`src/rtl/sprite_pkg.sv`:
```
// Shared types and constants for the sprite fetch pipeline.
package sprite_pkg;

    localparam int SCREEN_W = 640;
    localparam int SCREEN_H = 480;

    typedef logic [4:0] pal_idx_t;

    typedef struct packed {
        logic [7:0] r;
        logic [7:0] g;
        logic [7:0] b;
    } rgb_t;

    // Ramp palette: red = 8*i, green = 255-8*i, blue = 7*i+3.
    localparam rgb_t PALETTE [32] = '{
        '{8'h00, 8'hFF, 8'h03}, '{8'h08, 8'hF7, 8'h0A}, '{8'h10, 8'hEF, 8'h11}, '{8'h18, 8'hE7, 8'h18},
        '{8'h20, 8'hDF, 8'h1F}, '{8'h28, 8'hD7, 8'h26}, '{8'h30, 8'hCF, 8'h2D}, '{8'h38, 8'hC7, 8'h34},
        '{8'h40, 8'hBF, 8'h3B}, '{8'h48, 8'hB7, 8'h42}, '{8'h50, 8'hAF, 8'h49}, '{8'h58, 8'hA7, 8'h50},
        '{8'h60, 8'h9F, 8'h57}, '{8'h68, 8'h97, 8'h5E}, '{8'h70, 8'h8F, 8'h65}, '{8'h78, 8'h87, 8'h6C},
        '{8'h80, 8'h7F, 8'h73}, '{8'h88, 8'h77, 8'h7A}, '{8'h90, 8'h6F, 8'h81}, '{8'h98, 8'h67, 8'h88},
        '{8'hA0, 8'h5F, 8'h8F}, '{8'hA8, 8'h57, 8'h96}, '{8'hB0, 8'h4F, 8'h9D}, '{8'hB8, 8'h47, 8'hA4},
        '{8'hC0, 8'h3F, 8'hAB}, '{8'hC8, 8'h37, 8'hB2}, '{8'hD0, 8'h2F, 8'hB9}, '{8'hD8, 8'h27, 8'hC0},
        '{8'hE0, 8'h1F, 8'hC7}, '{8'hE8, 8'h17, 8'hCE}, '{8'hF0, 8'h0F, 8'hD5}, '{8'hF8, 8'h07, 8'hDC}
    };

endpackage

```
`src/rtl/sprite_palette.sv`:
```
// Final pipeline stage: registered palette lookup with transparency masking.
module sprite_palette
    import sprite_pkg::*;
#(
    parameter int TRANSP_IDX = 0
) (
    input  logic       Clk,
    input  logic       Reset,
    input  logic [4:0] idx,
    input  logic       hit,
    input  logic       vld_in,
    output rgb_t       rgb,
    output logic       opaque,
    output logic       vld_out
);

    rgb_t rgb_d, rgb_q;
    logic opaque_d, opaque_q;
    logic vld_d, vld_q;

    always_comb begin
        opaque_d = hit & (idx != pal_idx_t'(TRANSP_IDX));
        rgb_d    = opaque_d ? PALETTE[idx] : '0;
        vld_d    = vld_in;
    end

    always_ff @(posedge Clk or posedge Reset) begin
        if (Reset) begin
            rgb_q    <= '0;
            opaque_q <= 1'b0;
            vld_q    <= 1'b0;
        end else begin
            rgb_q    <= rgb_d;
            opaque_q <= opaque_d;
            vld_q    <= vld_d;
        end
    end

    assign rgb     = rgb_q;
    assign opaque  = opaque_q;
    assign vld_out = vld_q;

endmodule

```
`src/rtl/sprite_renderer.sv`:
```
// Sprite fetch stage: hit test, ROM addressing, animation and a 3-cycle aligned pixel output.
// Optional horizontal flip is built in when SPRITE_MIRROR_EN is defined.
module sprite_renderer
    import sprite_pkg::*;
#(
    parameter int SPR_W      = 60,
    parameter int SPR_H      = 40,
    parameter int N_FRAMES   = 1,
    parameter int ANIM_DIV   = 8,
    parameter int TRANSP_IDX = 0
) (
    input  logic        Clk,
    input  logic        Reset,
    input  logic        frame_start,
    input  logic        pix_valid,
    input  logic [9:0]  DrawX,
    input  logic [9:0]  DrawY,
    input  logic [9:0]  sprite_x,
    input  logic [9:0]  sprite_y,
    input  logic        sprite_vis,
    input  logic        anim_en,
`ifdef SPRITE_MIRROR_EN
    input  logic        mirror,
`endif
    output logic [18:0] rom_addr,
    input  logic [4:0]  rom_data,
    output logic [7:0]  red,
    output logic [7:0]  green,
    output logic [7:0]  blue,
    output logic        pix_opaque,
    output logic        out_valid
);

    localparam int FRM_W = (N_FRAMES > 1) ? $clog2(N_FRAMES) : 1;
    localparam int DIV_W = (ANIM_DIV > 1) ? $clog2(ANIM_DIV) : 1;

    if (N_FRAMES * SPR_W * SPR_H > (1 << 19)) begin : g_size_check
        $error("sprite_renderer: N_FRAMES*SPR_W*SPR_H exceeds the 19-bit ROM address space");
    end

    logic [9:0]       x_d, x_q, y_d, y_q;
    logic             vis_d, vis_q;
    logic [FRM_W-1:0] frame_d, frame_q;
    logic [DIV_W-1:0] div_d, div_q;
    logic [18:0]      rom_addr_d, rom_addr_q;
    logic             hit1_d, hit1_q, hit2_q;
    logic             vld1_d, vld1_q, vld2_q;
    logic             mirror_on;
    logic [10:0]      px, py, x0, y0, dx, dy, dx_eff;
    rgb_t             rgb;

`ifdef SPRITE_MIRROR_EN
    logic mirror_d, mirror_q;

    always_comb begin
        mirror_d = frame_start ? mirror : mirror_q;
    end

    always_ff @(posedge Clk or posedge Reset) begin
        if (Reset) mirror_q <= 1'b0;
        else       mirror_q <= mirror_d;
    end

    assign mirror_on = mirror_q;
`else
    assign mirror_on = 1'b0;
`endif

    // Shadow registers and the animation step share the frame_start edge.
    always_comb begin
        x_d     = x_q;
        y_d     = y_q;
        vis_d   = vis_q;
        frame_d = frame_q;
        div_d   = div_q;
        if (frame_start) begin
            x_d   = sprite_x;
            y_d   = sprite_y;
            vis_d = sprite_vis;
            if (anim_en) begin
                if (div_q == DIV_W'(ANIM_DIV - 1)) begin
                    div_d   = '0;
                    frame_d = (frame_q == FRM_W'(N_FRAMES - 1)) ? '0 : frame_q + FRM_W'(1);
                end else begin
                    div_d = div_q + DIV_W'(1);
                end
            end
        end
    end

    // 11-bit compare so a sprite hanging off the right/bottom edge clips instead of wrapping.
    always_comb begin
        px     = {1'b0, DrawX};
        py     = {1'b0, DrawY};
        x0     = {1'b0, x_q};
        y0     = {1'b0, y_q};
        dx     = px - x0;
        dy     = py - y0;
        dx_eff = mirror_on ? (11'(SPR_W - 1) - dx) : dx;
        hit1_d = vis_q & pix_valid
               & (px >= x0) & (px < x0 + 11'(SPR_W))
               & (py >= y0) & (py < y0 + 11'(SPR_H));
        vld1_d = pix_valid;
        rom_addr_d = rom_addr_q;
        if (hit1_d) begin
            rom_addr_d = 19'(frame_q) * 19'(SPR_W * SPR_H)
                       + 19'(dy) * 19'(SPR_W)
                       + 19'(dx_eff);
        end
    end

    always_ff @(posedge Clk or posedge Reset) begin
        if (Reset) begin
            x_q        <= '0;
            y_q        <= '0;
            vis_q      <= 1'b0;
            frame_q    <= '0;
            div_q      <= '0;
            rom_addr_q <= '0;
            hit1_q     <= 1'b0;
            vld1_q     <= 1'b0;
            hit2_q     <= 1'b0;
            vld2_q     <= 1'b0;
        end else begin
            x_q        <= x_d;
            y_q        <= y_d;
            vis_q      <= vis_d;
            frame_q    <= frame_d;
            div_q      <= div_d;
            rom_addr_q <= rom_addr_d;
            hit1_q     <= hit1_d;
            vld1_q     <= vld1_d;
            hit2_q     <= hit1_q;
            vld2_q     <= vld1_q;
        end
    end

    sprite_palette #(
        .TRANSP_IDX(TRANSP_IDX)
    ) u_palette (
        .Clk     (Clk),
        .Reset   (Reset),
        .idx     (rom_data),
        .hit     (hit2_q),
        .vld_in  (vld2_q),
        .rgb     (rgb),
        .opaque  (pix_opaque),
        .vld_out (out_valid)
    );

    assign rom_addr = rom_addr_q;
    assign red      = rgb.r;
    assign green    = rgb.g;
    assign blue     = rgb.b;

endmodule

```
`config.mk`:
```
export PLATFORM = sky130hd
export DESIGN_NAME = sprite_renderer
export DESIGN_NICKNAME = d
export VERILOG_FILES = /design/src/rtl/sprite_pkg.sv /design/src/rtl/sprite_palette.sv /design/src/rtl/sprite_renderer.sv
export SDC_FILE = /design/constraint.sdc
export NUM_CORES = 1
export LEC_CHECK = 0
export ABC_AREA = 1
export CELL_PAD_IN_SITES_DETAIL_PLACEMENT = 0
export CELL_PAD_IN_SITES_GLOBAL_PLACEMENT = 1
export CORE_ASPECT_RATIO = 1.25
export CORE_MARGIN = 1
export CORE_UTILIZATION = 32
export DETAILED_ROUTE_END_ITERATION = 10
export MAX_ROUTING_LAYER = met4
export PLACE_DENSITY_LB_ADDON = 0.1
export SYNTH_ARGS = -nofsm -noshare
export SYNTH_HDL_FRONTEND = slang
export SYNTH_SLANG_ARGS = --single-unit
```
`constraint.sdc`:
```
create_clock -name Clk -period 11.5 [get_ports Clk]
set_clock_uncertainty 0.05 [all_clocks]
set_input_delay 1.725 -clock Clk [delete_from_list [all_inputs] [get_ports Clk]]
set_output_delay 1.725 -clock Clk [all_outputs]
set_load 0.01 [all_outputs]
```
==> impl_metrics.env, run 1 <==
export IMPL_track_usage_pct=15.7
export IMPL_numPortBuffers=90
export IMPL_drive_gt1_share_pct=4.14
export IMPL_synthCells=777
export IMPL_cts_buffer_depth=2
export IMPL_cts_hold_buffers=0
export IMPL_drv_slew=0
export IMPL_synth_xor_area_share_pct=6.80
export IMPL_antenna_left=0
export IMPL_clkSinkCount=60
export IMPL_status="complete, no violations"
export IMPL_synth_compound_area_share_pct=9.29
export IMPL_coreArea_mm2=0.0176
export IMPL_synth_top_area_cell="dfrtp_1"
export IMPL_placed_cells=1077
export IMPL_post_cts_resized=0
export IMPL_synth_mux_area_share_pct=0.583
export IMPL_fillers=1887
export IMPL_synth_edf_count=0
export IMPL_clk_latency_ns=0.33
export IMPL_route_detailed_drc=0
export IMPL_row_count=54
export IMPL_synth_top_area_share_pct=25.9
export IMPL_dr_pass1_iters=5
export IMPL_hold_end="hit2_q$_DFF_PP0_"
export IMPL_finalHoldViolCount=0
export IMPL_dieWidth_um=122
export IMPL_crit_path_start_kind="primary input"
export IMPL_routedWlPerCell_um=12.3
export IMPL_slowest_delay_ns=0.51
export IMPL_cp_required_ns=11.63
export IMPL_worstHoldPathCells=0
export IMPL_endpoint_kind="flip-flop"
export IMPL_cap_violations=0
export IMPL_ys_types=39
export IMPL_setup_tns_ns=0
export IMPL_n_antenna_cell=0
export IMPL_cts_buffers=9
export IMPL_hp_start="hit1_q$_DFF_PP0_"
export IMPL_num_vias=4999
export IMPL_setup_viol=0
export IMPL_hpwl_mm=11.6
export IMPL_synth_ff_type="dfrtp_1"
export IMPL_synth_seq_cells=60
export IMPL_globalRouteOverflowTotal=0
export IMPL_hold_path_class="reg2reg"
export IMPL_gp_congestion=0.849
export IMPL_synth_simple_area_share_pct=24.0
export IMPL_antenna_found_initial=0
export IMPL_post_cts_setup_buffers=0
export IMPL_cp_max_fo=5
export IMPL_wl_mm=13.5
export IMPL_synth_seq_area_share_pct=25.9
export IMPL_fin_crit_sh_pct=60.8
export IMPL_slowest_stage="fa_1"
export IMPL_grt_pass1_wl_mm=22.7
export IMPL_path_common_cell="nand2_1"
export IMPL_maxSlewHeadroom_pct=41.4
export IMPL_layout_min_cycle_time_ns=7.00
export IMPL_ys_top_cells_by_area="dfrtp_1 (26%), ha_1 (17%), nand2_1 (14%)"
export IMPL_cts_tree="built"
export IMPL_die_h_um=152
export IMPL_grt_pass1_vias=4972
export IMPL_layout_cells_non_filler=1093
export IMPL_r2r_setup_slack_ns=6.00
export IMPL_start_util_pct=33.0
export IMPL_io_pins=96
export IMPL_r2r_cells=28
export IMPL_fin_hold_ws_ns=0.301
export IMPL_max_freq_mhz=143
export IMPL_rsz0062_at_grt="false"
export IMPL_syn2layout_area_growth_pct=24.3
export IMPL_r2r_end="rom_addr[14]$_DFFE_PP0P_"
export IMPL_worst_pin_slew_ns=0.878
export IMPL_synthArstFlopShare_pct=100
export IMPL_mostFrequentLayoutCell="nand2_1"
export IMPL_path_clk_slew_ns=0.05
export IMPL_vias_per_cell=4.57
export IMPL_final_nets=1010
export IMPL_synth_top_family_by_area="simple AND/OR/NAND/NOR gates"
export IMPL_path_class="in2reg"
export IMPL_die_area_mm2=0.0186
export IMPL_layout_common_cells="nand2_1 (210), inv_1 (127), clkdlybuf4s50_1 (90), ha_1 (78), dfrtp_1 (60)"
export IMPL_htreeDepth=3
export IMPL_synth_fa_ha_area_share_pct=22.7
export IMPL_grt_max_degree=61
export IMPL_drtIter0Drc=132
export IMPL_syn_area_mm2=0.00579
export IMPL_critPathArrivalTime_ns=7.12
export IMPL_avgSynthCellArea_um2=7.46
export IMPL_root_buffer="clkbuf_16"
export IMPL_r2r_start="y_q[0]$_DFFE_PP0P_"
export IMPL_yosysWarnings=0
-- worst max-delay path: cells and delay by family --
family	cells	cell delay, ns
and+or+nand+nor	10	1.12
AOI/OAI and AO/OA	4	0.54
xor gates and xnor gates	4	0.92
adders and majority gates	6	2.05
buffers and inverters	6	0.75
-- cell type report --
type                            count  area, um2  share of cell area (%)
Multi-Input combinational cell    570       3680                    51.2
Sequential cell                    60       1500                    20.9
Timing Repair Buffer               92        916                    12.7
Inverter                          131        492                    6.83
Tap cell                          224        280                    3.89
Clock buffer                       10        239                    3.32
Clock inverter                      6       87.6                    1.22
-- logic make-up after synthesis --
family,count (synthesis)
flip-flops,60
other,1
AO/OA/AOI/OAI,93
buffers and inverters,150
AND/OR/NAND/NOR,330
XOR/XNOR,45
multiplexers,3
adder cells (fa/ha/maj),95
-- sequential cells by signal (all words and copies together), names as in the netlist --
signal and cells:
u_palette.vld_out 1, vld2_q 1, vld1_q 1, y_q 10, hit1_q 1, x_q 10, vis_q 1, rom_addr 18
hit2_q 1, u_palette.rgb 16
-- metal layers --
layer,up-vias,routed length (um),track usage (%)
li1,2626,-,-
met1,2267,5670,17.5
met2,94,7200,28.4
met3,12,437,2.66
met4,0,167,4.18
met5,-,0,-
-- through the flow --
step | utilization [%] | worst slack (ns) | instance area [um2]
finish | 41.0 | 4.50 | 7200
global route | 41.0 | 3.99 | 7200
CTS | 41.0 | 4.48 | 7200
detailed placement | 39.1 | 4.15 | 6870
global placement | 39.1 | 4.14 | 6870
floorplan | - | 5.22 | 5800
-- cell usage after synthesis (4+ instances only) --
| cell type | n |
|---|---|
| a21o_1 | 6 |
| a21oi_1 | 31 |
| a31oi_1 | 4 |
| buf_4 | 10 |
| clkbuf_1 | 5 |
| dfrtp_1 | 60 |
| fa_1 | 17 |
| ha_1 | 78 |
| inv_1 | 128 |
| nand2_1 | 210 |
| nand3_1 | 32 |
| nand3b_1 | 5 |
| nand4_1 | 14 |
| nor2_1 | 55 |
| nor3_1 | 4 |
| o21ai_0 | 34 |
| o21bai_1 | 4 |
| xnor2_1 | 14 |
| xor2_1 | 31 |
-- worst max-delay path by stage --
stage	startpoint	end	cells after the start
2_1_floorplan	DrawY[0]	rom_addr[14]$_DFFE_PP0P_	29
3_3_place_gp	DrawY[0]	rom_addr[14]$_DFFE_PP0P_	30
3_5_place_dp	DrawY[0]	rom_addr[14]$_DFFE_PP0P_	30
4_1_cts	DrawY[0]	rom_addr[14]$_DFFE_PP0P_	30
5_1_grt	DrawY[0]	rom_addr[14]$_DFFE_PP0P_	30
6_report	DrawY[0]	rom_addr[14]$_DFFE_PP0P_	30
Power of run 1 is not shown: default switching activity piles up to over one toggle a cycle in this logic, so the estimate is an artifact.
==> run 2, diff against run 1 <==
- clock period: 11.5 -> 6.9 ns (I/O delays scaled with it)
==> impl_metrics.env, run 2 (synthesis gave the netlist of run 1 again) <==
export IMPL_io_pins=96
export IMPL_coreArea_mm2=0.0176
export IMPL_drv_slew=0
export IMPL_setup_tns_ns=0
export IMPL_hold_path_class="reg2reg"
export IMPL_vias_per_cell=4.55
export IMPL_wl_mm=13.5
export IMPL_crit_family="adder cells"
export IMPL_place_ws_ns=0.346
export IMPL_r2r_setup_slack_ns=1.50
export IMPL_cts_hold_buffers=0
export IMPL_largest_reg_flops=18
export IMPL_worst_pin_slew_ns=0.894
export IMPL_dr_pass1_iters=4
export IMPL_routedWlPerCell_um=12.3
export IMPL_cts_buffer_depth=2
export IMPL_gp_congestion=0.866
export IMPL_mostFrequentLayoutCell="nand2_1"
export IMPL_cts_tree="built"
export IMPL_critPathArrivalTime_ns=6.32
export IMPL_setup_viol=0
export IMPL_dieWidth_um=122
export IMPL_slowest_delay_ns=0.51
export IMPL_path_class="in2reg"
export IMPL_worstHoldPathCells=0
export IMPL_rsz0062_at_grt="false"
export IMPL_drtIter0Drc=136
export IMPL_fin_hold_ws_ns=0.296
export IMPL_cp_max_fo=6
export IMPL_fin_crit_sh_pct=89.9
export IMPL_post_cts_resized=0
export IMPL_die_area_mm2=0.0186
export IMPL_layout_min_cycle_time_ns=6.20
export IMPL_finalHoldViolCount=0
export IMPL_hold_end="hit2_q$_DFF_PP0_"
export IMPL_syn2layout_area_growth_pct=24.1
export IMPL_grt_pass1_wl_mm=22.9
export IMPL_antenna_found_initial=0
export IMPL_clkSinkCount=60
export IMPL_endpoint_kind="flip-flop"
export IMPL_cap_violations=0
export IMPL_hpwl_mm=11.7
export IMPL_r2r_cells=22
export IMPL_numPortBuffers=90
export IMPL_status="complete, no violations"
export IMPL_antenna_left=0
export IMPL_final_nets=1012
export IMPL_slowest_stage="fa_1"
export IMPL_row_count=54
export IMPL_num_vias=4977
export IMPL_max_freq_mhz=161
export IMPL_cp_required_ns=7.02
export IMPL_die_h_um=152
export IMPL_n_antenna_cell=0
export IMPL_r2r_start="y_q[0]$_DFFE_PP0P_"
export IMPL_layout_common_cells="nand2_1 (210), inv_1 (127), clkdlybuf4s50_1 (90), ha_1 (78), dfrtp_1 (60)"
export IMPL_r2r_end="rom_addr[14]$_DFFE_PP0P_"
export IMPL_start_util_pct=33.0
export IMPL_maxSlewHeadroom_pct=40.2
export IMPL_globalRouteOverflowTotal=0
export IMPL_root_buffer="clkbuf_16"
export IMPL_route_detailed_drc=0
export IMPL_drive_gt1_share_pct=4.36
export IMPL_setup_slack_ns=0.698
export IMPL_htreeDepth=3
export IMPL_path_buf_inv=5
export IMPL_cts_buffers=9
export IMPL_clk_latency_ns=0.33
export IMPL_crit_chain="clkdlybuf4s50_1 > inv_1 > ha_1 > inv_1 > fa_1 > xor2_1 > inv_1 > fa_1 > fa_1 > inv_1 > ha_1 > nand2_1 > nand3_1 > a21oi_1 > xnor2_1 > ha_1 > ha_1 > nand4_1 > nor3_1 > nor2_1 > nor2_1 > nand2_1 > xnor2_1 > o21ai_0"
export IMPL_post_cts_setup_buffers=0
export IMPL_grt_max_degree=61
export IMPL_path_clk_slew_ns=0.05
export IMPL_track_usage_pct=15.9
export IMPL_hp_start="hit1_q$_DFF_PP0_"
export IMPL_grt_pass1_vias=4949
export IMPL_crit_path_start_kind="primary input"
==> run 2: worst register-to-register path: stages (launching register included) <==
cell	delay, ns
dfrtp_1	0.35
ha_1	0.17
inv_1	0.07
fa_1	0.39
xor2_1	0.40
inv_1	0.11
fa_1	0.49
fa_1	0.51
inv_1	0.04
ha_1	0.37
nand2_1	0.12
nand3_1	0.18
a21oi_1	0.21
xnor2_1	0.14
ha_1	0.25
ha_1	0.37
nand4_1	0.13
nor3_1	0.19
nor2_1	0.09
nor2_1	0.22
nand2_1	0.10
xnor2_1	0.17
o21ai_0	0.09
==> run 2: cell type report <==
cell class                 instances  area [um2]
inverter                         131         492
fill                            1862       10400
multi-input combinational        570        3680
clock buffer                       9         225
tap                              224         280
clock inverter                     7        77.6
timing repair buffer              94         931
sequential                        60        1500
==> run 2: routing by layer <==
layer / global-route usage [%] / vias to the layer above / wire length (um)
met2: 28.8 / 73 / 7250
met3: 2.62 / 10 / 314
met1: 17.9 / 2260 / 5780
met5: - / - / 0
met4: 3.48 / 0 / 132
li1: - / 2634 / -
==> run 2: stage by stage <==
stage | utilization, % | instance area, um2 | instances
after CTS | 40.9 | 7190 | 1095
after floorplan | - | 5800 | 780
after global placement | 39.2 | 6890 | 1079
after detailed placement | 39.2 | 6890 | 1079
final | 40.9 | 7190 | 1095
after global routing | 40.9 | 7190 | 1095
==> run 2: worst max-delay path by stage <==
stage              from                  endpoint  slack, ns  cells after the start
6_report       DrawY[0]  rom_addr[14]$_DFFE_PP0P_       0.70                     24
5_1_grt        DrawY[0]  rom_addr[14]$_DFFE_PP0P_       0.18                     24
4_1_cts        DrawY[0]  rom_addr[14]$_DFFE_PP0P_       0.69                     24
3_5_place_dp   DrawY[0]  rom_addr[14]$_DFFE_PP0P_       0.35                     24
3_3_place_gp   DrawY[0]  rom_addr[14]$_DFFE_PP0P_       0.39                     24
2_1_floorplan  DrawY[0]  rom_addr[14]$_DFFE_PP0P_       1.31                     29
Power of run 2 is left out for the same reason.
